### src/rtl/seg7_pkg.sv
// seg7_pkg: shared definitions for the multiplexed seven-segment display path.
//   - state_t     : controller FSM states
//   - GLYPH_*     : active-high segment patterns {g,f,e,d,c,b,a}
//   - hex_to_seg(): nibble to glyph lookup
//   - add3()      : double-dabble digit correction step
package seg7_pkg;

   typedef enum logic [1:0] {
      ST_IDLE   = 2'd0,
      ST_CONV   = 2'd1,
      ST_COMMIT = 2'd2
   } state_t;

   localparam logic [6:0] GLYPH_0     = 7'h3F;
   localparam logic [6:0] GLYPH_1     = 7'h06;
   localparam logic [6:0] GLYPH_2     = 7'h5B;
   localparam logic [6:0] GLYPH_3     = 7'h4F;
   localparam logic [6:0] GLYPH_4     = 7'h66;
   localparam logic [6:0] GLYPH_5     = 7'h6D;
   localparam logic [6:0] GLYPH_6     = 7'h7D;
   localparam logic [6:0] GLYPH_7     = 7'h07;
   localparam logic [6:0] GLYPH_8     = 7'h7F;
   localparam logic [6:0] GLYPH_9     = 7'h6F;
   localparam logic [6:0] GLYPH_A     = 7'h77;
   localparam logic [6:0] GLYPH_B     = 7'h7C;
   localparam logic [6:0] GLYPH_C     = 7'h39;
   localparam logic [6:0] GLYPH_D     = 7'h5E;
   localparam logic [6:0] GLYPH_E     = 7'h79;
   localparam logic [6:0] GLYPH_F     = 7'h71;
   localparam logic [6:0] GLYPH_DASH  = 7'h40;
   localparam logic [6:0] GLYPH_BLANK = 7'h00;

   function automatic logic [6:0] hex_to_seg(input logic [3:0] nib);
      logic [6:0] seg;
      case (nib)
         4'h0:    seg = GLYPH_0;
         4'h1:    seg = GLYPH_1;
         4'h2:    seg = GLYPH_2;
         4'h3:    seg = GLYPH_3;
         4'h4:    seg = GLYPH_4;
         4'h5:    seg = GLYPH_5;
         4'h6:    seg = GLYPH_6;
         4'h7:    seg = GLYPH_7;
         4'h8:    seg = GLYPH_8;
         4'h9:    seg = GLYPH_9;
         4'hA:    seg = GLYPH_A;
         4'hB:    seg = GLYPH_B;
         4'hC:    seg = GLYPH_C;
         4'hD:    seg = GLYPH_D;
         4'hE:    seg = GLYPH_E;
         default: seg = GLYPH_F;
      endcase
      return seg;
   endfunction

   function automatic logic [3:0] add3(input logic [3:0] d);
      return (d >= 4'd5) ? (d + 4'd3) : d;
   endfunction

endpackage

### src/rtl/seg7_scan_display_bin2bcd.sv
// bin2bcd_seq: iterative double-dabble binary to BCD converter, one bit per cycle.
// Ports:
//   clk, rst   : clock, asynchronous active-high reset
//   i_start    : load i_bin and begin DATA_W iterations
//   i_bin      : binary input value
//   o_done_c   : high during the cycle whose clock edge completes the last iteration
//   o_bcd      : lower DIGITS BCD digits of the result
//   o_ovf      : result needs more than DIGITS digits
module bin2bcd_seq
   import seg7_pkg::*;
#(
   parameter int unsigned DATA_W = 27,
   parameter int unsigned DIGITS = 8
) (
   input  logic                  clk,
   input  logic                  rst,
   input  logic                  i_start,
   input  logic [DATA_W-1:0]     i_bin,
   output logic                  o_done_c,
   output logic [4*DIGITS-1:0]   o_bcd,
   output logic                  o_ovf
);

   // 0.302 > log10(2), so NAT_D always covers 2^DATA_W-1; at least one spare digit flags overflow
   localparam int unsigned NAT_D = (DATA_W * 302) / 1000 + 1;
   localparam int unsigned EXT_D = (NAT_D > DIGITS) ? NAT_D : DIGITS + 1;
   localparam int unsigned BCD_W = 4 * EXT_D;
   localparam int unsigned CNT_W = $clog2(DATA_W + 1);

   logic [BCD_W-1:0]  r_bcd;
   logic [BCD_W-1:0]  w_adj;
   logic [DATA_W-1:0] r_bin;
   logic [CNT_W-1:0]  r_cnt;
   logic              r_run;

   // add-3 correction on every digit before the shift
   always_comb begin
      w_adj = r_bcd;
      for (int unsigned d = 0; d < EXT_D; d++) begin
         w_adj[4*d +: 4] = add3(r_bcd[4*d +: 4]);
      end
   end

   always_ff @(posedge clk or posedge rst) begin
      if (rst) begin
         r_bcd <= '0;
         r_bin <= '0;
         r_cnt <= '0;
         r_run <= 1'b0;
      end else if (i_start) begin
         r_bcd <= '0;
         r_bin <= i_bin;
         r_cnt <= CNT_W'(DATA_W);
         r_run <= 1'b1;
      end else if (r_run) begin
         r_bcd <= {w_adj[BCD_W-2:0], r_bin[DATA_W-1]};
         r_bin <= {r_bin[DATA_W-2:0], 1'b0};
         r_cnt <= r_cnt - CNT_W'(1);
         if (r_cnt == CNT_W'(1)) begin
            r_run <= 1'b0;
         end
      end
   end

   assign o_done_c = r_run && (r_cnt == CNT_W'(1));
   assign o_bcd    = r_bcd[4*DIGITS-1:0];
   assign o_ovf    = |r_bcd[BCD_W-1:4*DIGITS];

endmodule

### src/rtl/seg7_scan_display.sv
// seg7_scan_display: multiplexed seven-segment driver with hex/decimal display,
// leading-zero blanking, per-digit decimal points, overflow dash and dead time.
// Ports:
//   clk, rst : clock, asynchronous active-high reset
//   load_i   : capture request, honoured only while busy_o=0
//   data_i   : value to display
//   dec_i    : 1 = decimal, 0 = hex
//   lzb_i    : blank leading zeros
//   dp_i     : per-digit decimal point enables
//   busy_o   : conversion/commit in progress
//   ovf_o    : decimal value does not fit DIGITS digits
//   an_o     : digit enables (one-hot when active)
//   seg_o    : segments {g,f,e,d,c,b,a}
//   dp_o     : decimal-point segment
module seg7_scan_display
   import seg7_pkg::*;
#(
   parameter int unsigned DIGITS      = 8,
   parameter int unsigned DATA_W      = 27,
   parameter int unsigned SCAN_DIV    = 20000,
   parameter int unsigned BLANK_CYC   = 2,
   parameter int unsigned SEG_ACT_LOW = 1,
   parameter int unsigned EN_ACT_LOW  = 1
) (
   input  logic              clk,
   input  logic              rst,
   input  logic              load_i,
   input  logic [DATA_W-1:0] data_i,
   input  logic              dec_i,
   input  logic              lzb_i,
   input  logic [DIGITS-1:0] dp_i,
   output logic              busy_o,
   output logic              ovf_o,
   output logic [DIGITS-1:0] an_o,
   output logic [6:0]        seg_o,
   output logic              dp_o
);

   localparam int unsigned IDX_W   = (DIGITS > 1) ? $clog2(DIGITS) : 1;
   localparam int unsigned CNT_W   = $clog2(SCAN_DIV);
   localparam int unsigned VAL_W   = 4 * DIGITS;
   localparam logic        SEG_INV = (SEG_ACT_LOW != 0);
   localparam logic        EN_INV  = (EN_ACT_LOW != 0);

   state_t              r_state;
   state_t              w_next_state;
   logic                w_capture;
   logic                w_conv_start;
   logic                w_commit;
   logic                r_busy;

   logic [DATA_W-1:0]   r_cap_data;
   logic                r_cap_dec;
   logic                r_cap_lzb;
   logic [DIGITS-1:0]   r_cap_dp;

   logic [VAL_W-1:0]    r_show_val;
   logic                r_show_lzb;
   logic [DIGITS-1:0]   r_show_dp;
   logic                r_show_ovf;

   logic                w_conv_done_c;
   logic [VAL_W-1:0]    w_bcd;
   logic                w_bcd_ovf;

   logic [CNT_W-1:0]    r_cnt;
   logic [IDX_W-1:0]    r_idx;

   logic [DIGITS-1:0]   w_blank;
   logic                w_run_zero;
   logic [3:0]          w_sel_nib;
   logic                w_sel_blank;
   logic                w_sel_dp;
   logic [DIGITS-1:0]   w_onehot;
   logic [DIGITS-1:0]   w_an_act;
   logic [6:0]          w_seg_act;
   logic                w_dp_act;

   logic [DIGITS-1:0]   r_an;
   logic [6:0]          r_seg;
   logic                r_dp;

   bin2bcd_seq #(
      .DATA_W (DATA_W),
      .DIGITS (DIGITS)
   ) u_bin2bcd (
      .clk      (clk),
      .rst      (rst),
      .i_start  (w_conv_start),
      .i_bin    (data_i),
      .o_done_c (w_conv_done_c),
      .o_bcd    (w_bcd),
      .o_ovf    (w_bcd_ovf)
   );

   // controller state register
   always_ff @(posedge clk or posedge rst) begin
      if (rst) begin
         r_state <= ST_IDLE;
         r_busy  <= 1'b0;
      end else begin
         r_state <= w_next_state;
         r_busy  <= (w_next_state != ST_IDLE);
      end
   end

   // controller next state and strobes
   always_comb begin
      w_next_state = r_state;
      w_capture    = 1'b0;
      w_conv_start = 1'b0;
      w_commit     = 1'b0;
      case (r_state)
         ST_IDLE: begin
            if (load_i) begin
               w_capture    = 1'b1;
               w_conv_start = dec_i;
               w_next_state = dec_i ? ST_CONV : ST_COMMIT;
            end
         end
         ST_CONV: begin
            if (w_conv_done_c) begin
               w_next_state = ST_COMMIT;
            end
         end
         ST_COMMIT: begin
            w_commit     = 1'b1;
            w_next_state = ST_IDLE;
         end
         default: w_next_state = ST_IDLE;
      endcase
   end

   // request capture
   always_ff @(posedge clk or posedge rst) begin
      if (rst) begin
         r_cap_data <= '0;
         r_cap_dec  <= 1'b0;
         r_cap_lzb  <= 1'b0;
         r_cap_dp   <= '0;
      end else if (w_capture) begin
         r_cap_data <= data_i;
         r_cap_dec  <= dec_i;
         r_cap_lzb  <= lzb_i;
         r_cap_dp   <= dp_i;
      end
   end

   // shown registers, written together so the display never mixes old and new values
   always_ff @(posedge clk or posedge rst) begin
      if (rst) begin
         r_show_val <= '0;
         r_show_lzb <= 1'b0;
         r_show_dp  <= '0;
         r_show_ovf <= 1'b0;
      end else if (w_commit) begin
         if (r_cap_dec) begin
            r_show_val <= w_bcd;
            r_show_ovf <= w_bcd_ovf;
         end else begin
            r_show_val <= VAL_W'(r_cap_data);
            r_show_ovf <= 1'b0;
         end
         r_show_lzb <= r_cap_lzb;
         r_show_dp  <= r_cap_dp;
      end
   end

   // slot counter and digit index
   always_ff @(posedge clk or posedge rst) begin
      if (rst) begin
         r_cnt <= '0;
         r_idx <= '0;
      end else if (r_cnt == CNT_W'(SCAN_DIV - 1)) begin
         r_cnt <= '0;
         r_idx <= (r_idx == IDX_W'(DIGITS - 1)) ? '0 : (r_idx + IDX_W'(1));
      end else begin
         r_cnt <= r_cnt + CNT_W'(1);
      end
   end

   // leading-zero blanking: walk down from the top digit while everything above is zero
   always_comb begin
      w_blank    = '0;
      w_run_zero = 1'b1;
      for (int unsigned j = DIGITS; j > 0; j--) begin
         w_run_zero = w_run_zero && (r_show_val[4*(j-1) +: 4] == 4'd0);
         if (j > 1) begin
            w_blank[j-1] = r_show_lzb && w_run_zero && !r_show_ovf;
         end
      end
   end

   // active-high output selection for the current slot
   always_comb begin
      w_sel_nib   = 4'd0;
      w_sel_blank = 1'b0;
      w_sel_dp    = 1'b0;
      w_an_act    = '0;
      w_seg_act   = GLYPH_BLANK;
      w_dp_act    = 1'b0;
      w_onehot    = DIGITS'(1) << r_idx;
      for (int unsigned k = 0; k < DIGITS; k++) begin
         if (r_idx == IDX_W'(k)) begin
            w_sel_nib   = r_show_val[4*k +: 4];
            w_sel_blank = w_blank[k];
            w_sel_dp    = r_show_dp[k];
         end
      end
      if (r_cnt >= CNT_W'(BLANK_CYC)) begin
         if (r_show_ovf) begin
            w_an_act  = w_onehot;
            w_seg_act = GLYPH_DASH;
         end else if (w_sel_blank) begin
            // a blanked digit stays dark unless its decimal point is requested
            if (w_sel_dp) begin
               w_an_act = w_onehot;
               w_dp_act = 1'b1;
            end
         end else begin
            w_an_act  = w_onehot;
            w_seg_act = hex_to_seg(w_sel_nib);
            w_dp_act  = w_sel_dp;
         end
      end
   end

   // output registers with board polarity
   always_ff @(posedge clk or posedge rst) begin
      if (rst) begin
         r_an  <= {DIGITS{EN_INV}};
         r_seg <= {7{SEG_INV}};
         r_dp  <= SEG_INV;
      end else begin
         r_an  <= w_an_act ^ {DIGITS{EN_INV}};
         r_seg <= w_seg_act ^ {7{SEG_INV}};
         r_dp  <= w_dp_act ^ SEG_INV;
      end
   end

   assign busy_o = r_busy;
   assign ovf_o  = r_show_ovf;
   assign an_o   = r_an;
   assign seg_o  = r_seg;
   assign dp_o   = r_dp;

endmodule

### config.mk
export PLATFORM = sky130hd
export DESIGN_NAME = seg7_scan_display
export DESIGN_NICKNAME = d
export VERILOG_FILES = /design/src/rtl/seg7_pkg.sv /design/src/rtl/seg7_scan_display_bin2bcd.sv /design/src/rtl/seg7_scan_display.sv
export SDC_FILE = /design/constraint.sdc
export NUM_CORES = 1
export LEC_CHECK = 0
export ABC_AREA = 1
export CORE_MARGIN = 2
export CORE_UTILIZATION = 60
export DETAILED_ROUTE_END_ITERATION = 10
export PLACE_DENSITY = 0.85
export SLEW_MARGIN = 20
export SYNTH_ARGS = -nofsm -noshare
export SYNTH_HDL_FRONTEND = slang
export SYNTH_HIERARCHICAL = 1
export SYNTH_SLANG_ARGS = --single-unit
### constraint.sdc
create_clock -name clk -period 5.3 [get_ports clk]
set_input_delay 1.06 -clock clk [delete_from_list [all_inputs] [get_ports clk]]
set_output_delay 1.06 -clock clk [all_outputs]
set_load 0.02 [all_outputs]
# Yosys cells after proc, flatten, opt, wreduce, memory -nomap -nowiden
# Memory sizes are Yosys's and may differ from the RTL's.
# Index checks and enable logic that the tools add are counted.
[totals]
regBits = 185
latchBits = 0
ram_bits = 0
romBits = 112
inputBits = 40
mem_count = 1
[classes]
addsub = 12
n_mul = 0
n_div = 0
order_cmp = 10
eq_ne = 11
shift = 1
n_mux = 65
n_bitwise = 3
n_reduce_logical = 34
[mem_list]
columns = ["memory", "depth", "word_bits", "read_ports", "rd_ports_with_merged_regs", "write_ports", "line", "text"]
rows = [
  ["(name not given)", 16, 7, 1, 0, 0, "seg7_pkg.sv:35", "case (nib)"],
]
[op_table]
columns = ["op", "count"]
rows = [
  ["2-to-1 mux 36 bit", 2],
  ["2-to-1 mux 4 bit", 16],
  ["2-to-1 mux 27 bit", 2],
  [">= comparator 4 x 3 -> 1 bit, second input constant", 9],
  ["adder 4 x 2 -> 4 bit, second input constant", 8],
  ["2-to-1 mux 32 bit", 1],
  ["2-to-1 mux 8 bit", 4],
  ["zero test 4 bit", 7],
  ["2-to-1 mux 1 bit", 28],
  ["logical AND 1 bit", 21],
  ["2-to-1 mux 7 bit", 3],
  ["adder 15 x 1 -> 15 bit, second input constant", 1],
  ["== test 15 bit, second input constant", 1],
  [">= comparator 15 x 2 -> 1 bit, second input constant", 1],
  ["2-to-1 mux 15 bit", 1],
  ["== test 3 bit, second input constant", 4],
  ["2-to-1 mux 5 bit", 2],
  ["NOT 8 bit", 1],
  ["left shift 1 x 3 -> 8 bit, first input constant", 1],
  ["NOT 7 bit", 1],
  ["== test 3 x 2 -> 1 bit, second input constant", 2],
  ["2-to-1 mux 2 bit", 3],
  ["2-to-1 mux 3 bit", 2],
  ["== test 5 x 1 -> 1 bit, second input constant", 1],
  ["other kinds (13)", 14],
]

# Logic depth before layout (Yosys ltp)
# Gate-level depths: netlist of the first run.
[logic_depth]
depth_word = 20
depth_mapped = 21
mapped_depth_nobuf = 21

# Modules after synthesis
# The synthesis of the first run kept the hierarchy.
[by_module_without_submodules]
columns = ["mod", "instances", "cells_per_inst", "area_each_um2", "seq_area_each_um2"]
rows = [
  ["seg7_scan_display", 1, 710, 5667.9, 2922.8],
  ["bin2bcd_seq", 1, 507, 3982.6, 1726.7],
]

# Worst setup path after synthesis of the first run
# Ideal clock, no wire load.
[synth_path]
path_type = "in2reg"
startpoint = "input port load_i"
endpoint = "register u_bin2bcd.r_bin[10]"
arrival_time_ps = 2161
slack_ps = 3009
cell_stages = 9
path_buffers = 2
cell_sequence = "nand2_1 > clkbuf_1 > nor2_1 > inv_4 > nand2_4 > inv_2 > buf_2 > nand2_1 > o211ai_1"
[synth_via]
elab_chain_cells = 3
word_cells_on_any_way = 4
classes_between = "mux: 3; reduce/logical: 1"
[synth_rtl]
columns = ["element", "line", "text"]
rows = [
  ["start: declaration", "seg7_scan_display.sv:27", "input logic load_i,"],
  ["2-to-1 mux 1 bit *", "seg7_scan_display.sv:115", "if (load_i) begin"],
  ["2-to-1 mux 1 bit *", "seg7_scan_display.sv:113", "case (r_state)"],
  ["net w_conv_start", "seg7_scan_display.sv:48", "logic w_conv_start;"],
  ["2-to-1 mux 27 bit or nonzero test 2 bit (tied branches)", "--", ""],
  ["end signal: assignment", "seg7_scan_display_bin2bcd.sv:52", "r_bin <= i_bin;"],
  ["end signal: assignment", "seg7_scan_display_bin2bcd.sv:57", "r_bin <= {r_bin[DATA_W-2:0], 1'b0};"],
  ["end: declaration", "seg7_scan_display_bin2bcd.sv:32", "logic [DATA_W-1:0] r_bin;"],
]
# The timed path passes the listed nets; every way through them passes the cells marked *.
# A chain may end at the register's enable or synchronous reset.

# Worst setup path after layout of the first run
[layout_path]
startpoint = "input port load_i"
endpoint = "register u_bin2bcd.r_cnt[1]"
[layout_via]
elab_chain_cells = 3
word_cells_on_any_way = 4
classes_between = "mux: 3; reduce/logical: 1"
[layout_rtl]
columns = ["element", "line", "text"]
rows = [
  ["2-to-1 mux 1 bit *", "seg7_scan_display.sv:115", ""],
  ["2-to-1 mux 1 bit *", "seg7_scan_display.sv:113", ""],
  ["net w_conv_start", "seg7_scan_display.sv:48", ""],
  ["2-to-1 mux 5 bit or nonzero test 2 bit (tied branches)", "--", ""],
  ["end signal: assignment", "seg7_scan_display_bin2bcd.sv:53", "r_cnt <= CNT_W'(DATA_W);"],
  ["end signal: assignment", "seg7_scan_display_bin2bcd.sv:58", "r_cnt <= r_cnt - CNT_W'(1);"],
  ["end: declaration", "seg7_scan_display_bin2bcd.sv:33", "logic [CNT_W-1:0] r_cnt;"],
]
# Marks and branches as above.

==> results of run 1 <==
==> cell type report <==
cell class              count  area [um^2]  share of cell area [%]
repair buffers             65          631                    5.91
inverters                 151          577                    5.40
well taps                 216          270                    2.53
clock buffers              18          429                    4.02
clock inverters            14          139                    1.30
flip-flops and latches    185         4650                    43.5
multi-input cells         808         3980                    37.3
==> state kept, by name (all words and copies together), names as in the netlist, 2 cells and up <==
name             cells
u_bin2bcd/r_bcd     36
r_show_val          32
r_cap_data          27
u_bin2bcd/r_bin     27
r_cnt               15
an_o                 8
r_cap_dp             8
r_show_dp            8
seg_o                7
u_bin2bcd/r_cnt      5
r_idx                3
r_state              2
==> placed cells by master, fill, tap and decap left out, drive strengths merged, types with 2 or more instances in the layout <==
| cell type | count |
|---|---|
| xor2 | 2 |
| clkinvlp | 5 |
| nand4 | 25 |
| o211ai | 15 |
| nor3 | 11 |
| ha | 35 |
| nand3b | 2 |
| o221ai | 7 |
| nand2 | 405 |
| nand3 | 76 |
| dfrtp | 169 |
| inv | 157 |
| clkdlybuf4s50 | 57 |
| a21oi | 32 |
| buf | 8 |
| a22oi | 3 |
| clkbuf | 18 |
| o21bai | 2 |
| o21ai | 94 |
| dfstp | 16 |
| clkinv | 2 |
| nor3b | 2 |
| nor2 | 60 |
| o22ai | 22 |
| nor4 | 7 |
==> Yosys cell counts (10+ instances only) <==
library cell	count
nor2_1	57
o21ai_0	84
buf_4	35
nand2_1	395
o21ai_1	10
buf_2	11
inv_1	143
clkbuf_1	23
a21oi_1	31
o211ai_1	15
o22ai_1	22
nand3_1	76
dfrtp_1	169
dfstp_2	16
ha_1	35
nand4_1	24
==> worst max path at each step <==
stage                        start                   to  slack, ns
after CTS                   load_i   u_bin2bcd/r_cnt[1]       2.51
after detailed placement    load_i  u_bin2bcd/r_bcd[32]       2.03
final                       load_i   u_bin2bcd/r_cnt[1]       2.45
after floorplan                rst               busy_o       1.19
after global placement      load_i  u_bin2bcd/r_bcd[28]       2.13
after global routing      r_idx[2]             seg_o[3]       2.26
==> worst max-delay path: stages <==
cell and delay [ns]:
clkdlybuf4s50_1 0.40, nand2_1 0.06, buf_4 0.32, nor2_2 0.11
buf_4 0.25, nor2_2 0.26, buf_4 0.45, a22oi_1 0.18
==> per-layer routing <==
metal	up-vias	wire [um]	GRT usage (%)
li1	3909	-	-
met1	3838	9260	34.6
met4	0	605	9.45
met5	-	0	0
met3	53	1370	5.66
met2	317	10600	44.2
==> where the power goes <==
| part | internal, mW | switching, mW |
|---|---|---|
| Clock | 0.659 | 0.569 |
| Sequential | 1.95 | 0.372 |
| Combinational | 0.719 | 1.34 |
| Total | 3.32 | 2.28 |
==> kinds of logic (layout without fill, tap and decap cells) <==
family,count (synthesis),in the layout,synth area share (%)
XOR/XNOR,3,3,0.272
AO/OA/AOI/OAI,180,180,10.6
buffers and inverters,224,248,10.6
adder cells (fa/ha/maj),35,35,4.54
flip-flops,185,185,48.2
AND/OR/NAND/NOR,590,590,25.8
==> flow_metrics.env, run 1 <==
export IMPL_outcome="finished, final reports clean"
export IMPL_finalPower_mw=5.60
export IMPL_syn_inst=1217
export IMPL_grt_pass1_vias=7480
export IMPL_area_growth_pct=10.6
export IMPL_required_ns=5.57
export IMPL_r2r_end="seg_o[3]"
export IMPL_hold_ws_ns=0.478
export IMPL_synthesis_nets=1292
export IMPL_dp_cells=1425
export IMPL_wl_per_cell_um=15.0
export IMPL_layout_setup_ws_ns=2.45
export IMPL_die_h_um=131
export IMPL_rows=46
export IMPL_start_kind="primary input"
export IMPL_drcViolationCount=0
export IMPL_grtUsageTotal_pct=26.5
export IMPL_cts_tree="yes"
export IMPL_synth_area_um2=9650
export IMPL_vdd_drop_max_v=0.000312
export IMPL_drt_wl_total_um=21800
export IMPL_place_ws_ns=2.03
export IMPL_end_kind="register"
export IMPL_hp_class="reg2reg"
export IMPL_seq_area_frac_synth_pct=48.2
export IMPL_cts_sinks=185
export IMPL_worstHoldStart="r_cap_data[1]"
export IMPL_final_max_slew_viol_count=0
export IMPL_initial_core_util_pct=61.0
export IMPL_synth_area_leaders="dfrtp_1, nand2_1, inv_1, ha_1, dfstp_2"
export IMPL_grt_max_degree=62
export IMPL_synth_distinct_cells=43
export IMPL_fin_nets=1303
export IMPL_fillers=1202
export IMPL_ios=58
export IMPL_relSlewSlack_pct=40.6
export IMPL_yosys_area_top_type="dfrtp_1"
export IMPL_layout_drive_gt1_share_pct=7.01
export IMPL_fin_util_pct=67.5
export IMPL_synth_ff_type="dfrtp_1"
export IMPL_die_area_um2=17100
export IMPL_clockBufferDepth=2
export IMPL_r2r_cells=18
export IMPL_cap_violations=0
export IMPL_regToRegStartpoint="r_idx[2]"
export IMPL_leakagePower_nw=5.31
export IMPL_cp_max_fo=35
export IMPL_cts_setup_buffers=0
export IMPL_yosysWarnings=6
export IMPL_antenna_found_initial=0
export IMPL_dr_pass1_iters=6
export IMPL_rrSetupSlack_ns=2.51
export IMPL_h_tree_depth=4
export IMPL_die_x_um=131
export IMPL_ys_ff_latch=185
export IMPL_dp_hpwl_um=15100
export IMPL_worstMarginPinSlew_ns=0.891
export IMPL_gp_congestion=0.941
export IMPL_grt_pass1_wl_um=35500
export IMPL_crit_arrival_ns=3.12
export IMPL_finalNonFillerCells=1457
export IMPL_min_period_ns=2.85
export IMPL_drtIter0Drc=754
export IMPL_p_per_area_nw_per_um2=525
export IMPL_post_cts_resized=0
export IMPL_fin_area_um2=10700
export IMPL_rsz0062_at_grt="no"
export IMPL_vias_per_cell=5.57
export IMPL_ctsHoldBuffers=0
export IMPL_yosysTopAreaCellShare_pct=43.8
export IMPL_ys_async_sr_fraction_pct=100
export IMPL_setup_violations=0
export IMPL_ant_nets=0
export IMPL_hold_viol=0
export IMPL_diodes=0
export IMPL_vias=8117
export IMPL_critical_path_class="in2reg"
export IMPL_portBuffers=57
export IMPL_skew_ns=0.00903
export IMPL_core_um2=15800
export IMPL_post_dp_cell_area_um2=10100
export IMPL_synth_edf_count=0
export IMPL_whs_endpoint="r_cap_data[1]"
export IMPL_path_clk_slew_ns=0.07
export IMPL_timing_final_crit_share_pct=53.8
export IMPL_fmax_mhz=351
export IMPL_cts_root_buf="clkbuf_16"
export IMPL_gr_total_overflow=0
export IMPL_worstSkewPairLatency_ns=0.43
export IMPL_holdPathStages=2
export IMPL_cts_buffers=17
export IMPL_syn_area_per_cell_um2=7.93
export IMPL_setup_tns_ns=0
Power figures use the tool's default switching activity.
==> run 2, diff against run 1 <==
--- a/config.mk
+++ b/config.mk
@@ -7,9 +7,9 @@
 export LEC_CHECK = 0
 export ABC_AREA = 1
 export CORE_MARGIN = 2
-export CORE_UTILIZATION = 60
+export CORE_UTILIZATION = 54
 export DETAILED_ROUTE_END_ITERATION = 10
-export PLACE_DENSITY = 0.85
+export PLACE_DENSITY = 0.81
 export SLEW_MARGIN = 20
 export SYNTH_ARGS = -nofsm -noshare
 export SYNTH_HDL_FRONTEND = slang
==> constraint.sdc (replaced) <==
create_clock -name clk -period 2.4 [get_ports clk]
set_input_delay 0.48 -clock clk [delete_from_list [all_inputs] [get_ports clk]]
set_output_delay 0.48 -clock clk [all_outputs]
set_load 0.02 [all_outputs]
==> run 2 against run 1 <==
Core utilization fell by 4.1 points; combinational power rose by 130%; sequential power rose by 120%; via count fell by 0.62%; non-clock buffer count rose by 14; die area rose by 11%; first-iteration DRC count rose by 1.7%; global-route usage fell by 1.5 points; critical path type is now reg2reg; largest power group unchanged.
==> flow_metrics.env, run 2 (synthesized netlist as in run 1, its figures left out) <==
export IMPL_min_period_ns=2.25
export IMPL_dp_hpwl_um=15700
export IMPL_clockPowerShare_pct=22.5
export IMPL_grt_max_degree=61
export IMPL_vdd_drop_max_v=0.000772
export IMPL_layout_cells_most_common_list="nand2_1, dfrtp_1, inv_1, o21ai_0, nand3_1"
export IMPL_endpoint="seg_o[3]"
export IMPL_hp_class="in2async"
export IMPL_switchingPower_mw=5.22
export IMPL_met2_length_um=10500
export IMPL_cap_violations=0
export IMPL_fin_area_um2=11000
export IMPL_crit_path_max_incr_delay_ns=0.41
export IMPL_cts_sinks=185
export IMPL_cts_root_buf="clkbuf_16"
export IMPL_diodes=0
export IMPL_path_delay_family="simple AND/OR/NAND/NOR gates"
export IMPL_grt_pass1_wl_um=37000
export IMPL_vias=8067
export IMPL_hold_ws_ns=0.359
export IMPL_cp_max_fo=8
export IMPL_worstMarginPinSlew_ns=0.901
export IMPL_crit_arrival_ns=2.61
export IMPL_worstSkewPairLatency_ns=0.45
export IMPL_gr_total_overflow=0
export IMPL_die_x_um=138
export IMPL_rows=48
export IMPL_crit_chain="buf_4 > ha_4 > nand2_1 > inv_1 > a21oi_1 > nand2_1 > nand2_2 > nand2_4 > inv_2 > ha_1 > inv_1 > nand2_1 > o211ai_1 > nand4_1"
export IMPL_setup_violations=0
export IMPL_regToRegStartpoint="r_idx[0]"
export IMPL_cp_num_cells=14
export IMPL_p_int_mw=7.43
export IMPL_critPathLaunch="r_idx[0]"
export IMPL_cts_buffers=17
export IMPL_skew_ns=0.0124
export IMPL_reg_top3="u_bin2bcd/r_bcd x36, r_show_val x32"
export IMPL_grt_pass1_vias=7611
export IMPL_drt_wl_total_um=22200
export IMPL_cp_common_cell="nand2_1"
export IMPL_hold_viol=0
export IMPL_ant_nets=0
export IMPL_rrSetupSlack_ns=0.15
export IMPL_die_h_um=138
export IMPL_dr_pass1_iters=5
export IMPL_end_kind="register"
export IMPL_clockBufferDepth=2
export IMPL_path_clk_slew_ns=0.07
export IMPL_multi_input_area_um2=4080
export IMPL_area_growth_pct=14.0
export IMPL_gp_congestion=0.893
export IMPL_fmax_mhz=444
export IMPL_wl_per_cell_um=15.0
export IMPL_core_um2=17400
export IMPL_largest_reg_flops=36
export IMPL_worst_path_buf_inv=4
export IMPL_start_kind="register"
export IMPL_routed_top_layer="met4"
export IMPL_p_per_area_nw_per_um2=1150
export IMPL_ios=58
export IMPL_swShare_pct=41.3
export IMPL_layout_setup_ws_ns=0.146
export IMPL_outcome="finished, final reports clean"
export IMPL_r2r_cells=14
export IMPL_grtUsageTotal_pct=25.1
export IMPL_required_ns=2.76
export IMPL_h_tree_depth=4
export IMPL_route_layer_met1_wl_um=9980
export IMPL_relSlewSlack_pct=39.9
export IMPL_fillers=1459
export IMPL_initial_core_util_pct=55.6
export IMPL_final_common_cell="nand2_1"
export IMPL_power_frac_comb_pct=37.2
export IMPL_fin_util_pct=63.4
export IMPL_layout_drive_gt1_share_pct=9.64
export IMPL_leakagePower_nw=5.44
export IMPL_portBuffers=57
export IMPL_r2r_end="seg_o[3]"
export IMPL_wl_met3_um=1200
export IMPL_fin_nets=1317
export IMPL_timing_final_crit_share_pct=93.9
export IMPL_p_seq_share_pct=40.4
export IMPL_cts_tree="yes"
export IMPL_seqCellArea_um2=4650
export IMPL_antenna_found_initial=0
export IMPL_drtIter0Drc=767
export IMPL_place_ws_ns=0.0249
export IMPL_finalPower_mw=12.7
export IMPL_drcViolationCount=0
export IMPL_cp_slowest_cell="dfrtp_1"
export IMPL_critical_path_class="reg2reg"
export IMPL_vias_per_cell=5.45
export IMPL_die_area_um2=19000
export IMPL_final_max_slew_viol_count=0
export IMPL_max_flop_register="u_bin2bcd/r_bcd"
export IMPL_post_dp_cell_area_um2=10300
run 2: stage by stage:
stage	setup TNS, ns	cells
3_3_place_gp	0	1447
4_1_cts	0	1479
2_1_floorplan	0	1217
3_5_place_dp	0	1447
6_report	0	1480
5_1_grt	-0.00905	1480
run 2: layer usage:
| layer | vias to the layer above | GRT usage (%) |
|---|---|---|
| met1 | 3842 | 34.5 |
| met2 | 239 | 39.6 |
| met5 | - | 0 |
| li1 | 3944 | - |
| met3 | 42 | 4.60 |
| met4 | 0 | 9.51 |
run 2: how the worst min path moves through the flow:
| stage | start | to | slack, ns |
|---|---|---|---|
| final | rst | u_bin2bcd/r_bcd[30] | 0.36 |
| after global routing | rst | u_bin2bcd/r_bcd[30] | 0.39 |
| after CTS | rst | u_bin2bcd/r_bcd[30] | 0.36 |
| after detailed placement | r_cap_data[14] | r_cap_data[14] | 0.46 |
| after global placement | r_cap_data[0] | r_cap_data[0] | 0.46 |
| after floorplan | r_show_lzb | r_show_lzb | 0.44 |
run 2: cell type report:
| cell class | instances | share of cell area [%] |
|---|---|---|
| flip-flops and latches | 185 | 42.2 |
| clock inverters | 15 | 1.74 |
| clock buffers | 17 | 3.87 |
| well taps | 225 | 2.56 |
| multi-input cells | 808 | 37.1 |
| inverters | 151 | 5.25 |
| repair buffers | 79 | 7.25 |
run 2: power groups by stage:
stage | logic (mW) | registers, mW | clock network, mW
final | 4.70 | 5.11 | 2.84
after global routing | 5.37 | 5.25 | 3.03
after CTS | 4.64 | 5.09 | 2.89
after detailed placement | 4.60 | 5.14 | 0
after global placement | 4.43 | 5.10 | 0
after floorplan | 3.73 | 4.93 | 0
run 2: repair_timing:
item                       in CTS  in global routing
pin swaps                       0                  1
hold buffers                    0                  0
setup endpoints to repair       3                 14
buffers inserted                0                  1
resized for setup               5                 25
